==> config.mk <==
export PLATFORM = sky130hd
export DESIGN_NAME = adc_scan_sequencer
export DESIGN_NICKNAME = d
export VERILOG_FILES = /design/src/rtl/adc_scan_pkg.sv /design/src/rtl/adc_scan_next_ch.sv /design/src/rtl/adc_scan_sequencer.sv
export SDC_FILE = /design/constraint.sdc
export NUM_CORES = 1
export LEC_CHECK = 0
export CORE_AREA = 2 2 244 246
export CTS_CLUSTER_DIAMETER = 40
export CTS_CLUSTER_SIZE = 14
export DETAILED_ROUTE_END_ITERATION = 10
export DIE_AREA = 0 0 246 248
export SETUP_SLACK_MARGIN = 0.3
export SKIP_LAST_GASP = 1
export SYNTH_ARGS = -nofsm -noshare
export SYNTH_HDL_FRONTEND = slang
export SYNTH_HIERARCHICAL = 1
export SYNTH_SLANG_ARGS = --single-unit
==> constraint.sdc <==
create_clock -name clk_clk -period 5.65 [get_ports clk_clk]
set_input_delay 0.8475 -clock clk_clk [delete_from_list [all_inputs] [get_ports clk_clk]]
set_output_delay 0.8475 -clock clk_clk [all_outputs]
set_load 0.05 [all_outputs]
==> src/rtl/adc_scan_pkg.sv <==
// Shared types for the ADC scan sequencer: FSM state encoding and channel index.
// Channel indices are sized for the largest supported scan (8 channels).
package adc_scan_pkg;

  localparam int unsigned MAX_CH   = 8;
  localparam int unsigned CH_IDX_W = $clog2(MAX_CH);

  typedef logic [CH_IDX_W-1:0] ch_idx_t;

  typedef enum logic [2:0] {
    ST_IDLE  = 3'd0,
    ST_START = 3'd1,
    ST_WAIT  = 3'd2,
    ST_ACCUM = 3'd3,
    ST_STORE = 3'd4,
    ST_NEXT  = 3'd5
  } adc_state_e;

endpackage

==> src/rtl/adc_scan_next_ch.sv <==
// Priority search over the channel mask: next set bit strictly above cur_i,
// wrap flag when none exists, and the lowest set bit for restarting a pass.
module adc_scan_next_ch
  import adc_scan_pkg::*;
#(
  parameter int unsigned NUM_CH = 8
) (
  input  logic [NUM_CH-1:0] mask_i,
  input  ch_idx_t           cur_i,
  output ch_idx_t           next_o,
  output logic              wrap_o,
  output ch_idx_t           lowest_o
);

  // Scanning downward lets the last hit win, which is the lowest qualifying bit.
  always_comb begin
    next_o   = '0;
    wrap_o   = 1'b1;
    lowest_o = '0;
    for (int i = NUM_CH - 1; i >= 0; i--) begin
      if (mask_i[i]) begin
        lowest_o = ch_idx_t'(i);
        if (i > int'(cur_i)) begin
          next_o = ch_idx_t'(i);
          wrap_o = 1'b0;
        end
      end
    end
  end

endmodule

==> src/rtl/adc_scan_sequencer.sv <==
// Round-robin ADC scan controller with per-channel averaging and a result bank.
// Averaging is built only when ADC_SCAN_AVG_EN is defined; otherwise one raw sample per channel.
module adc_scan_sequencer
  import adc_scan_pkg::*;
#(
  parameter int unsigned NUM_CH   = 8,
  parameter int unsigned SAMPLE_W = 12,
  parameter int unsigned OUT_W    = 64,
  parameter int unsigned AVG_LOG2 = 2,
  parameter int unsigned TIMEOUT  = 1023
) (
  input  logic                      clk_clk,
  input  logic                      reset_reset,
  input  logic                      enable,
  input  logic [NUM_CH-1:0]         ch_mask,
  input  logic [SAMPLE_W-1:0]       threshold,
  output logic                      conv_start,
  output logic [$clog2(NUM_CH)-1:0] conv_ch,
  input  logic                      conv_valid,
  input  logic [SAMPLE_W-1:0]       conv_data,
  output logic [NUM_CH*OUT_W-1:0]   ch_result,
  output logic [NUM_CH-1:0]         ch_error,
  output logic [OUT_W-1:0]          leds,
  output logic                      scan_done,
  output logic                      busy,
  output adc_state_e                dbg_state_o
);

  localparam int unsigned CH_W  = $clog2(NUM_CH);
  localparam int unsigned TMO_W = $clog2(TIMEOUT + 1);
`ifdef ADC_SCAN_AVG_EN
  localparam int unsigned AVG_EFF = AVG_LOG2;
`else
  // Raw-sample build: the averaging depth collapses to a single sample.
  localparam int unsigned AVG_EFF = 0 * AVG_LOG2;
`endif
  localparam int unsigned ACC_W = SAMPLE_W + AVG_EFF;
  localparam int unsigned CNT_W = AVG_EFF + 1;

  // Handshake: conv_start is a one-cycle request with conv_ch held stable until
  // the conversion ends; conv_valid is a one-cycle strobe qualifying conv_data and
  // is honoured only in WAIT, so strobes in any other state are dropped.

  adc_state_e                          state_q;
  ch_idx_t                             ch_q;
  logic [TMO_W-1:0]                    tmo_q;
  logic [SAMPLE_W-1:0]                 sample_q;
  logic [NUM_CH-1:0][SAMPLE_W-1:0]     result_q;
  logic [NUM_CH-1:0]                   err_q;
  logic [NUM_CH-1:0]                   leds_q;
  logic                                start_q;
  logic                                done_q;
  logic                                busy_q;

`ifdef ADC_SCAN_AVG_EN
  logic [ACC_W-1:0] sum_q, sum_d;
  logic [CNT_W-1:0] cnt_q, cnt_d;

  always_comb begin
    sum_d = sum_q + ACC_W'(sample_q);
    cnt_d = cnt_q + 1'b1;
  end
`endif

  ch_idx_t next_ch, lowest_ch;
  logic    wrap;
  logic    mask_any;

  assign mask_any = |ch_mask;

  adc_scan_next_ch #(
    .NUM_CH (NUM_CH)
  ) u_next_ch (
    .mask_i   (ch_mask),
    .cur_i    (ch_q),
    .next_o   (next_ch),
    .wrap_o   (wrap),
    .lowest_o (lowest_ch)
  );

  always_ff @(posedge clk_clk or posedge reset_reset) begin
    if (reset_reset) begin
      state_q  <= ST_IDLE;
      ch_q     <= '0;
      tmo_q    <= '0;
      sample_q <= '0;
      result_q <= '0;
      err_q    <= '0;
      leds_q   <= '0;
      start_q  <= 1'b0;
      done_q   <= 1'b0;
      busy_q   <= 1'b0;
`ifdef ADC_SCAN_AVG_EN
      sum_q    <= '0;
      cnt_q    <= '0;
`endif
    end else begin
      start_q <= 1'b0;
      done_q  <= 1'b0;
      for (int i = 0; i < NUM_CH; i++) begin
        leds_q[i] <= (result_q[i] >= threshold);
      end

      case (state_q)
        ST_IDLE: begin
          if (enable && mask_any) begin
            ch_q    <= lowest_ch;
            start_q <= 1'b1;
            busy_q  <= 1'b1;
            state_q <= ST_START;
          end
        end

        ST_START: begin
          tmo_q   <= '0;
          state_q <= ST_WAIT;
        end

        ST_WAIT: begin
          if (conv_valid) begin
            sample_q <= conv_data;
            state_q  <= ST_ACCUM;
          end else if (tmo_q == TMO_W'(TIMEOUT - 1)) begin
            // Abandon the channel: flag it, drop partial samples, keep the old result.
            err_q[ch_q[CH_W-1:0]] <= 1'b1;
`ifdef ADC_SCAN_AVG_EN
            sum_q <= '0;
            cnt_q <= '0;
`endif
            state_q <= ST_NEXT;
          end else begin
            tmo_q <= tmo_q + 1'b1;
          end
        end

        ST_ACCUM: begin
`ifdef ADC_SCAN_AVG_EN
          sum_q <= sum_d;
          cnt_q <= cnt_d;
          if (cnt_d == CNT_W'(2 ** AVG_EFF)) begin
            state_q <= ST_STORE;
          end else begin
            start_q <= 1'b1;
            state_q <= ST_START;
          end
`else
          state_q <= ST_STORE;
`endif
        end

        ST_STORE: begin
`ifdef ADC_SCAN_AVG_EN
          result_q[ch_q[CH_W-1:0]] <= SAMPLE_W'(sum_q >> AVG_EFF);
          sum_q <= '0;
          cnt_q <= '0;
`else
          result_q[ch_q[CH_W-1:0]] <= sample_q >> AVG_EFF;
`endif
          err_q[ch_q[CH_W-1:0]] <= 1'b0;
          state_q <= ST_NEXT;
        end

        ST_NEXT: begin
          if (!enable) begin
            busy_q  <= 1'b0;
            state_q <= ST_IDLE;
          end else if (!wrap) begin
            ch_q    <= next_ch;
            start_q <= 1'b1;
            state_q <= ST_START;
          end else begin
            done_q <= 1'b1;
            if (mask_any) begin
              ch_q    <= lowest_ch;
              start_q <= 1'b1;
              state_q <= ST_START;
            end else begin
              busy_q  <= 1'b0;
              state_q <= ST_IDLE;
            end
          end
        end

        default: begin
          busy_q  <= 1'b0;
          state_q <= ST_IDLE;
        end
      endcase
    end
  end

  for (genvar g = 0; g < NUM_CH; g++) begin : g_bank
    assign ch_result[g*OUT_W +: OUT_W] = OUT_W'(result_q[g]);
  end

  assign conv_start  = start_q;
  assign conv_ch     = ch_q[CH_W-1:0];
  assign ch_error    = err_q;
  assign leds        = OUT_W'(leds_q);
  assign scan_done   = done_q;
  assign busy        = busy_q;
  assign dbg_state_o = state_q;

endmodule
==> run_results.csv <==
group,metric,value,unit
layout,antenna_cells,0,
floorplanning,core-area,0.0585,mm^2
pwr,peakVddDrop,0.176,mV
setup_path,crit_path_end_kind,"flip-flop",
clocking,clock_latency,0.45,ns
yosys,yosysWarnings,6,
setup_path,critPathLaunchType,"input port",
setup_path,crit_family,"compound AO/OA/AOI/OAI gates",
clocking,cts_resized,0,
yosys,synth_top_family_by_area,"buffers and inverters",
layout,drive_above_1_share,11.1,%
sta,setup_viol,0,
setup_path,path_cells,"clkdlybuf4s50_1, inv_1, ha_1, a211o_1, a31oi_1, nor3_1, a211oi_1, o21ai_0",
route,drtIter0Drc,272,
grt,grt_overflow,0,
min_path,hold_path.class,"reg2reg",
grt,grt_pass1_vias,6275,
setup_path,cp_num_buf_inv,2,
route,wl_per_cell,15.3,um
route,drc,0,
yosys,synth_xor_xnor_area_share,0.462,%
sta,hold_viol,0,
grt,grt_usage,10.0,%
sta,holdWs,0.496,ns
pwr,intPower,3090,uW
floorplanning,die_area,0.0610,mm^2
clocking,hold_buffers,0,
sta,slew_headroom,45.9,%
yosys,ys_seq_elements,143,
floorplanning,ios,629,
pwr,power_density,507,mW/mm^2
yosys,synthDistinctLibCells,50,
sta,tns,0,ns
sta,rsz0062_at_grt,"no",
grt,antenna_found_initial,1,
sta,min_period,3.05,ns
setup_path,slowest_stage,"a211oi_1",
layout,area_growth,11.4,%
clocking,post_cts_buffers,0,
floorplanning,floorplan.rows,89,
placed_design,port_buffers,156,
clocking,root_buffer,"clkbuf_16",
yosys,synth.area.mux_share,10.9,%
sta,tightest_slew,0.811,ns
status,status,"finished clean",
sta,timing.fmax,328,MHz
route,num_vias,7041,
yosys,synth-simple-area-share,5.84,%
placed_design,hpwl,26.2,mm
yosys,synth_fa_ha_area_share,10.8,%
clocking,clock_path_buffers,2,
clocking,cts_made_buffers,17,
pwr,switching_power,3350,uW
floorplanning,dieHeight,248,um
setup_path,slowest_delay,0.61,ns
route,routed_wl,31.9,mm
yosys,synth_compound_area_share,7.47,%
yosys,ys_seq_area_share,31.4,%
setup_path,crit_type,"in2reg",
clocking,htree_levels,4,
pwr,p_seq_share,28.2,%
layout,fillerInstances,6334,
grt,grt_start_max_net_pins,57,
pwr,power.share.switching,52.0,%
grt,grt_first_pass_wirelength,43.4,mm
setup_path,crit_arrival,3.32,ns
run,cap_viol_max_count,0,
setup_path,path_max_fanout,8,
yosys,syn_area_per_cell,10.0,um^2
sta,finalCritPeriodShare,54.0,%
pwr,p_leak,0.00659,uW
route,drt-pass1-iter-count,4,
yosys,netlist_instances,1135,
clocking,path_clk_slew,0.06,ns
yosys,async_flop_share,100,%
floorplanning,dieWidth,246,um
sta,drv_slew,0,
placed_design,gp_congestion,0.807,
pwr,clockPowerShare,19.1,%
route,ant_nets,0,
yosys,yosys_most_used_dff,"dfrtp_1",
floorplanning,start_util,19.5,%
route,viasPerCell,3.39,
clocking,cts_sinks,143,
setup_path,cp.required,5.92,ns
pwr,p_comb_share,52.7,%
yosys,syn_area,0.0114,mm^2
clocking,cts_tree,"done",
sta,clock_skew,0.00922,ns
pwr,power,6440,uW
yosys,synth_edf_count,0,
layout,nNetsFinal,1425,
-- flip-flops by register name, indices dropped and copies added (netlist names), named ones only --
| signal | flops |
|---|---|
| conv_ch | 3 |
| scan_done | 1 |
| dbg_state_o | 3 |
| ch_result | 96 |
| tmo_q | 10 |
| leds_q | 8 |
| sample_q | 12 |
| busy | 1 |
| conv_start | 1 |
-- area by class of cell --
| class | count | area, um^2 | share of cell area (%) |
|---|---|---|---|
| Clock buffer | 19 | 443 | 3.49 |
| Inverter | 28 | 110 | 0.868 |
| Clock inverter | 12 | 184 | 1.45 |
| Sequential cell | 143 | 3580 | 28.2 |
| Multi-Input combinational cell | 942 | 5810 | 45.9 |
| Tap cell | 773 | 967 | 7.63 |
| Timing Repair Buffer | 159 | 1580 | 12.5 |
-- layout by cell type (no fill, tap or decap), drive strengths merged, types with 12 or more instances in the layout --
cell type	synthesis	layout
inv	28	31
conb	1	472
o21ai	22	22
nor3	15	15
clkdlybuf4s50	0	156
a21o	30	30
a21oi	26	26
nor2	24	24
nand2	26	26
mux2	106	106
clkbuf	6	19
nand2b	12	12
nand4	16	16
ha	98	98
dfrtp	143	143
-- routing by layer --
layer  vias to the layer above  track usage (%)  routed length, um
met2                       305             16.3              15600
li1                       3241                -                  -
met3                        23             4.48               3020
met4                         2             3.19                558
met1                      3470             11.7              12700
met5                         -                0                 16
-- logic make-up after synthesis --
family                   after synthesis
multiplexers                         111
AND/OR/NAND/NOR                      128
AO/OA/AOI/OAI                        127
other                                  1
XOR/XNOR                               6
flip-flops                           143
adder cells (fa/ha/maj)               98
buffers and inverters                521
-- worst register-to-register path, stage by stage (launching register included) --
cell     delay (ns)
dfrtp_1        0.59
nor3b_1        0.31
and2_1         0.35
and3_1         0.68
mux2_2         0.43
-- path summary, 6_finish.rpt --
| path | from | to | slack (ns) | depth (start not counted) |
|---|---|---|---|---|
| max | threshold[2] | leds_q[6] | 2.60 | 8 |
| min | flip-flop | flip-flop | 0.50 | 1 |
| max reg2reg | dbg_state_o[2] | ch_result[453] | 3.18 | 4 |
| min reg2reg | flip-flop | flip-flop | 0.50 | 1 |
| max in group asynchronous | reset_reset | ch_result[202] | 3.65 | 3 |
| min in group asynchronous | reset_reset | leds_q[5] | 0.80 | 2 |
-- metrics by stage --
step / instances / setup WS, ns / util [%] / area, um^2
after floorplan: 1606 / 0.965 / - / 13200
after global placement: 2045 / 2.03 / 20.6 / 12100
after detailed placement: 2045 / 2.00 / 20.6 / 12100
after CTS: 2076 / 2.49 / 21.7 / 12700
after global routing: 2076 / 2.46 / 21.7 / 12700
final: 2076 / 2.60 / 21.7 / 12700
-- cell usage after synthesis, types with 2 or more instances --
cell / count / area [um^2]
o211ai_1: 2 / 15.0
clkbuf_1: 6 / 22.5
mux2_2: 106 / 1190
ha_1: 98 / 1230
nor4_1: 2 / 12.5
a211oi_1: 8 / 60.1
buf_2: 7 / 35.0
a21o_1: 30 / 225
and4_1: 2 / 17.5
nor2_1: 24 / 90.1
mux2i_1: 5 / 50.1
a211o_1: 8 / 70.1
o21bai_1: 2 / 15.0
and2_1: 3 / 18.8
xnor2_1: 5 / 43.8
o31ai_1: 3 / 22.5
nand2b_1: 12 / 75.1
buf_1: 3 / 11.3
buf_4: 475 / 3570
nor3_1: 15 / 75.1
o21ai_0: 18 / 90.1
buf_6: 2 / 22.5
a211oi_2: 2 / 25.0
dfrtp_1: 143 / 3580
nor3b_1: 6 / 45.0
nand3_1: 7 / 35.0
o21a_1: 3 / 22.5
inv_1: 28 / 105
a31oi_1: 10 / 62.6
o21ai_1: 4 / 20.0
nand4_1: 16 / 100
nand2_1: 26 / 97.6
a21oi_1: 26 / 130
and3_1: 4 / 25.0
nor2b_1: 7 / 43.8
a21boi_0: 2 / 15.0
or3_1: 2 / 12.5
-- power groups by stage --
stage               registers (uW)  logic (uW)  clock network (uW)
detailed placement            1840        3430                   0
floorplan                     2570        1800                   0
global placement              1820        3390                   0
global route                  1880        3620                1310
CTS                           1820        3440                1270
finish                        1810        3390                1230
(Power assumes the default switching activity.)
